[config.mk]
export PLATFORM = sky130hd
export DESIGN_NAME = alu_control_pipe
export DESIGN_NICKNAME = d
export VERILOG_FILES = /design/src/rtl/alu_control_pipe.sv
export SDC_FILE = /design/constraint.sdc
export NUM_CORES = 1
export LEC_CHECK = 0
export CORE_MARGIN = 1
export CORE_UTILIZATION = 30
export DETAILED_ROUTE_END_ITERATION = 7
export GPL_TIMING_DRIVEN = 1
export HOLD_SLACK_MARGIN = 0.05
export PLACE_DENSITY = 0.56
export SKIP_CTS_REPAIR_TIMING = 1
export SLEW_MARGIN = 0
export SYNTH_ARGS = -nofsm -noshare
export SYNTH_HDL_FRONTEND = slang
export SYNTH_SLANG_ARGS = --single-unit
[constraint.sdc]
create_clock -name Clk -period 4.1 [get_ports Clk]
set_input_delay 0.615 -clock Clk [delete_from_list [all_inputs] [get_ports Clk]]
set_output_delay 0.615 -clock Clk [all_outputs]
set_load 0.005 [all_outputs]
[src/rtl/alu_control_pipe.sv]
// Registered ALU control stage between ID and EX: decodes ALUOp/funct into an ALU code,
// flags unsupported encodings and stalls upstream while a multi-cycle MUL is in flight.
module alu_control_pipe #(
  parameter int ALUOP_W    = 3,
  parameter int FUNCT_W    = 6,
  parameter int CTRL_W     = 6,
  parameter int MUL_CYCLES = 4
) (
  input  logic               Clk,
  input  logic               Rst,
  input  logic               in_valid,
  input  logic [ALUOP_W-1:0] ALUOp,
  input  logic [FUNCT_W-1:0] funct,
  input  logic               flush,
  output logic [CTRL_W-1:0]  ALUControl,
  output logic               out_valid,
  output logic               illegal,
  output logic               stall
);

  localparam int CNT_W = (MUL_CYCLES > 1) ? $clog2(MUL_CYCLES) : 1;
  localparam logic [CNT_W-1:0] MUL_LOAD = CNT_W'(MUL_CYCLES - 1);

  localparam logic [5:0] OP_ADD = 6'b100000;
  localparam logic [5:0] OP_SUB = 6'b100010;
  localparam logic [5:0] OP_MUL = 6'b011000;
  localparam logic [5:0] OP_AND = 6'b100100;
  localparam logic [5:0] OP_OR  = 6'b100101;
  localparam logic [5:0] OP_NOR = 6'b100111;
  localparam logic [5:0] OP_XOR = 6'b100110;
  localparam logic [5:0] OP_SLL = 6'b000000;
  localparam logic [5:0] OP_SRL = 6'b000010;
  localparam logic [5:0] OP_SLT = 6'b101010;

  typedef enum logic {IDLE, MUL_WAIT} state_t;

  state_t            state, nextState;
  logic [CNT_W-1:0]  count, nextCount;
  logic [CTRL_W-1:0] nextCtrl;
  logic              nextOutValid, nextIllegal;
  logic [5:0]        decCode;
  logic              decIllegal, decIsMul;

  // Pure decode of the presented op; illegal encodings resolve to a harmless ADD.
  always_comb begin
    decCode    = OP_ADD;
    decIllegal = 1'b0;
    decIsMul   = 1'b0;
    if ((ALUOp >> 3) != '0) begin
      decIllegal = 1'b1;
    end else begin
      case (ALUOp[2:0])
        3'b000: begin
          if ((funct >> 6) != '0) begin
            decIllegal = 1'b1;
          end else begin
            case (funct[5:0])
              OP_ADD, OP_SUB, OP_AND, OP_OR, OP_NOR,
              OP_XOR, OP_SLL, OP_SRL, OP_SLT: decCode = funct[5:0];
              OP_MUL: begin
                decCode  = OP_MUL;
                decIsMul = 1'b1;
              end
              default: decIllegal = 1'b1;
            endcase
          end
        end
        3'b001:  decCode = OP_ADD;
        3'b010:  decCode = OP_SUB;
        3'b011:  decCode = OP_AND;
        3'b100:  decCode = OP_OR;
        3'b101:  decCode = OP_XOR;
        3'b110:  decCode = OP_SLT;
        default: decIllegal = 1'b1;
      endcase
    end
    if (decIllegal) decCode = OP_ADD;
  end

  // Next-state and next-output logic; flush wins over both accepts and MUL completion.
  always_comb begin
    nextState    = state;
    nextCount    = count;
    nextCtrl     = ALUControl;
    nextOutValid = 1'b0;
    nextIllegal  = 1'b0;
    case (state)
      IDLE: begin
        if (flush) begin
          nextCtrl = '0;
        end else if (in_valid) begin
          nextCtrl     = CTRL_W'(decCode);
          nextOutValid = 1'b1;
          nextIllegal  = decIllegal;
          if (decIsMul && (MUL_CYCLES > 1)) begin
            nextState = MUL_WAIT;
            nextCount = MUL_LOAD;
          end
        end
      end
      MUL_WAIT: begin
        if (flush) begin
          nextState = IDLE;
          nextCount = '0;
          nextCtrl  = '0;
        end else if (count == CNT_W'(1)) begin
          nextState = IDLE;
          nextCount = '0;
        end else begin
          nextCount = count - CNT_W'(1);
        end
      end
      default: begin
        nextState = IDLE;
        nextCount = '0;
      end
    endcase
  end

  always_ff @(posedge Clk or posedge Rst) begin
    if (Rst) begin
      state      <= IDLE;
      count      <= '0;
      ALUControl <= '0;
      out_valid  <= 1'b0;
      illegal    <= 1'b0;
    end else begin
      state      <= nextState;
      count      <= nextCount;
      ALUControl <= nextCtrl;
      out_valid  <= nextOutValid;
      illegal    <= nextIllegal;
    end
  end

  assign stall = (state == MUL_WAIT);

endmodule
After elaboration in Yosys (flattened, before gate mapping)
Index checks and enable logic that the tools add are counted.

cells by class
  add/sub/neg operators = 1
  eq/ne operators = 21
  muxes and demuxes = 29
  bitwise operators = 1
  reductions and logical operators = 7

operators with widths
  kind                                                 count
  equality test 6 bit, second input constant           7
  one-hot mux 6 bit (6 select lines)                   1
  two-way mux 6 bit                                    4
  one-hot mux 6 bit (2 select lines)                   2
  two-way mux 1 bit                                    14
  two-way mux 2 bit                                    5
  OR reduction 10 bit                                  1
  equality test 3 bit, second input constant           3
  OR reduction 9 bit                                   1
  inequality test 2 bit, second input constant         4
  equality test 3 x 2 -> 1 bit, second input constant  2
  equality test 6 x 2 -> 1 bit, second input constant  1
  equality test 6 x 5 -> 1 bit, second input constant  1
  zero test 6 bit                                      1
  OR reduction 6 bit                                   1
  one-hot mux 1 bit (2 select lines)                   2
  one-hot mux 2 bit (2 select lines)                   1
  equality test 3 x 1 -> 1 bit, second input constant  1
  zero test 3 bit                                      1
  inequality test 3 bit, second input constant         1
  AND reduction 3 bit                                  1
  equality test 2 x 1 -> 1 bit, second input constant  1
  AND reduction 2 bit                                  1
  subtractor 2 x 1 -> 2 bit, second input constant     1
  inverter 1 bit                                       1

word-level totals
  register bits after elaboration = 11
  input bits = 13
  output and inout port bits = 9
  word-level logic and storage cells = 64

Logic depth before layout (Yosys ltp)
  word-level depth = 8
  depth in mapped cells = 5
  depth with buffers taken out = 5

Worst setup path before layout
Ideal clock, no wire load.

  path type = input to register
  start point = input funct[0]
  end point = register ALUControl[3]
  library setup time = 65 ps
  arrival time = 1,661 ps
  data required time = 4,035 ps
  slack = 2,374 ps
  stages on the path = 4
  cells stage by stage = or3_1 > o32a_2 > a2111oi_2 > a211o_1

between the ends
  word-level cells in the longest chain between the ends = 8

ends and longest elaborated chain
  what                                                                                             line  RTL
  start, declared                                                                                  13    input logic [FUNCT_W-1:0] funct,
  equality test 6 bit (tied with other cells)                                                      57    case (funct[5:0])
  OR reduction 9 bit / OR reduction 10 bit (equally long branches)                                 --
  one-hot mux 6 bit (2 select lines) / two-way mux 1 bit (equally long branches)                   57
  one-hot mux 6 bit (6 select lines) / one-hot mux 1 bit (2 select lines) (equally long branches)  52    case (ALUOp[2:0])
  two-way mux 6 bit *                                                                              77    if (decIllegal) decCode = OP_ADD;
  two-way mux 6 bit *                                                                              91    end else if (in_valid) begin
  two-way mux 6 bit *                                                                              89    if (flush) begin
  one-hot mux 6 bit (2 select lines) *                                                             87    case (state)
  end signal, assigned                                                                             130   ALUControl <= nextCtrl;
  end, declared                                                                                    15    output logic [CTRL_W-1:0] ALUControl,

Every way passes the cells marked *; elsewhere a longest branch is shown, timed or not. The select of a mux whose other input is x is not followed.
A chain may end at the register's enable or synchronous reset.

Worst setup path in the final report
  start point = input in_valid
  end point = register ALUControl[2]

between the ends
  word-level cells in the longest chain between the ends = 2

ends and longest elaborated chain
  what                                    line  RTL
  start, declared                         11    input logic in_valid,
  inequality test 3 bit (no source line)  --
  AND reduction 2 bit (no source line)    --

No other way between the ends.

==> impl_results.md <==
- Pin count of the biggest net entering global routing: 12
- Final Cell Area: between 900 and 1000 sq um
- Die height: 49.1 um
- First-pass GRT wire length: 2500 um
- Drt pass-1 iters: 4
- CTS root buf: clkbuf_4
- Synth warn: 0
- Largest family of logic cells by synthesized area: compound AO/OA/AOI/OAI gates
- Setup CP Type: input port to flip-flop
- Synth cell types: 34
- Max Fclk: 0.492 GHz
- Status: complete, no violations
- Reg2Reg Depth: 4
- Later-pin clock latency in the skew report: 260 ps
- Startpoint class of the critical path: input port
- GR Util All Layers: 0.132
- Maximum vdd ir drop: around 0.21 mV
- Width of the die: 49.1 um
- DR DRC count: 0
- Via count: 603
- Worst path max stage delay: 490 ps
- Hold WC Path Type: flip-flop to flip-flop
- Synth Area in Compound Gates: 0.280
- Mux cell area share after synthesis: 0.0320
- Remaining Overflow, GRT: 0
- Critical Path RT: approximately 4300 ps
- Syn_nets: 87
- Power per cell area: 313 nW/um^2
- Vias in the first global route: between 500 and 600
- CP arrival: around 2200 ps
- RSZ-0062 raised after global routing: false
- Post-Synth XOR/XNOR Area: 0
- Crit-path cells: clkdlybuf4s50_1 > or3b_1 > a211o_1 > a31oi_2 > a22o_1
- TNS Setup: 0 ps
- Pre-CTS setup slack: 1800 ps
- Hold WS: 493 ps
- Synth area leaders: dfrtp_1, inv_1, nor2_1
- Synthesis-to-layout area growth: 36.8%
- Die ar.: 2410 sq um
- Tmin final: 2030 ps
- Cts bufs inserted: 3
- Max cap viols: 0
- Initial core utilization: 0.329
- Number of port buffers: 21
- Area share of fa/ha/maj cells after synthesis: 0.0188
- Register area share after synthesis: 0.414
- Reg clk slew, reported paths: 60 ps
- Mapped Avg Cell Area: 9.12 sq um
- TritonCTS clock tree: done
- Num rows: 16
- Post-route ant nets: 0
- Post-DP Area: 885 sq um
- CTS max path bufs: 2
- Detailed Place HPWL: approximately 1100 um
- Final number of max-transition violations: 0
- Worst setup EP type: flip-flop
- Worst hold path cell count: 1
- Initial antenna violation count: 0
- Syn Inst Count: between 70 and 80
- Gpl congestion: 0.768
- Via density: 4.98
- Slowest-stage cell, CP: clkdlybuf4s50_1
- LEAKAGE: 0.394 nW
- Wire per inst: 12.2 um
- H-tree lvl count: 1
- Slew @ Worst Pin: 513 ps
- N_diodes: 0
- Slew HR: 0.658
- Detailed-route wire length: 1480 um
- Final net count: between 100 and 150
- # IOs: 22
- Number of clock sinks: 11
- Cell Area, Synth: about 670 sq um
- Final Cycle Share: 0.496
- Final setup viols: 0
- Post-route clock skew: around 8.5 ps
- Worst setup margin: between 2000 and 2500 ps
- Simple-gate area share of the yosys netlist: 0.167
- Number of synthesized register bits: 11
- Initial drt markers: 19
- Area leader, netlist: dfrtp_1
- Hold Vio Cnt, Final: 0
- Share of cells above drive strength 1: 0.0851
- Core ar.: ~2000 sq um
- CP max FO: 7
- Yosys top cell area share: 0.414
## path summary, 6_finish.rpt
path | from | to | slack (ps)
worst max-delay path | in_valid | ALUControl[2] | 2070
worst min-delay path | ALUControl[3] | ALUControl[3] | 490
worst max register to register | stall | ALUControl[2] | 2500
worst min register to register | ALUControl[3] | ALUControl[3] | 490
max in group asynchronous | Rst | ALUControl[0] | 3170
min in group asynchronous | Rst | count[0] | 630
## state kept, by name (all words and copies together) (netlist names)
| signal | cells |
|---|---|
| ALUControl | 6 |
| illegal | 1 |
| count | 2 |
| out_valid | 1 |
| stall | 1 |
## layout make-up
| class | count | area (sq um) |
|---|---|---|
| Tap cell | 27 | 33.8 |
| Fill cell | 205 | 1110 |
| Inverter | 9 | 33.8 |
| Timing Repair Buffer | 21 | 210 |
| Sequential cell | 11 | 275 |
| Clock buffer | 4 | 26.3 |
| Multi-Input combinational cell | 49 | 332 |
## stage by stage
| stage | total power, mW | utilization | std cells |
|---|---|---|---|
| floorplan | 0.182 | - | 73 |
| global placement | 0.217 | 0.438 | 117 |
| detailed placement | 0.215 | 0.438 | 117 |
| CTS | 0.288 | 0.450 | 121 |
| global route | 0.307 | 0.450 | 121 |
| finish | 0.285 | 0.450 | 121 |
## cells by family (layout without fill, tap and decap cells)
family	after synthesis	in the layout
buffers and inverters	13	34
and+or+nand+nor	23	23
muxes	2	2
AOI/OAI and AO/OA	23	23
adders and majority gates	1	1
DFF	11	11
## per-layer routing
layer	vias to the layer above	track usage	part of all wire
met1	272	0.186	0.48
met2	21	0.196	0.43
met5	-	0	0
met3	2	0.0312	0.078
met4	0	0.0441	0.0081
li1	308	-	-
## Yosys cell counts
master      n
a221oi_1    1
mux2_2      1
o41ai_1     2
nand2_1     6
nor4b_1     1
nor2_1      7
mux2i_1     1
and3_1      1
ha_1        1
a32o_1      1
o21a_1      1
buf_2       1
inv_1       9
a21oi_1     5
a22o_1      2
a32oi_1     1
buf_6       1
clkbuf_1    1
nand2b_1    1
o32a_2      1
nor4_1      1
a21boi_0    2
a31o_2      1
or3_1       1
or3b_1      1
a211o_1     2
a31oi_1     1
nand3_1     2
a2111oi_2   1
clkbuf_2    1
a31oi_2     1
nor3_1      2
o21ai_0     1
dfrtp_1    11
## cell usage in the layout, fill, tap and decap left out, drive strengths merged
cell type	count
a2111oi	1
a211o	2
a21boi	2
a21oi	5
a221oi	1
a22o	2
a31o	1
a31oi	2
a32o	1
a32oi	1
and3	1
clkbuf	4
clkdlybuf4s50	21
dfrtp	11
ha	1
inv	9
mux2	1
mux2i	1
nand2	6
nand2b	1
nand3	2
nor2	7
nor3	2
nor4	1
nor4b	1
o21a	1
o21ai	1
o32a	1
o41ai	2
or3	1
or3b	1
## critical path, delay by kind of cell
kind / cells / cell delay, ps
and+or+nand+nor: 1 / 480
AOI/OAI and AO/OA: 3 / 640
buffers and inverters: 1 / 490
## report_power, final
part / switching, mW / internal, mW
combinational: 0.0425 / 0.0415
clock: 0.0325 / 0.0375
sequential: 0.00677 / 0.124
Note: power is estimated with default switching activity, not from simulation.
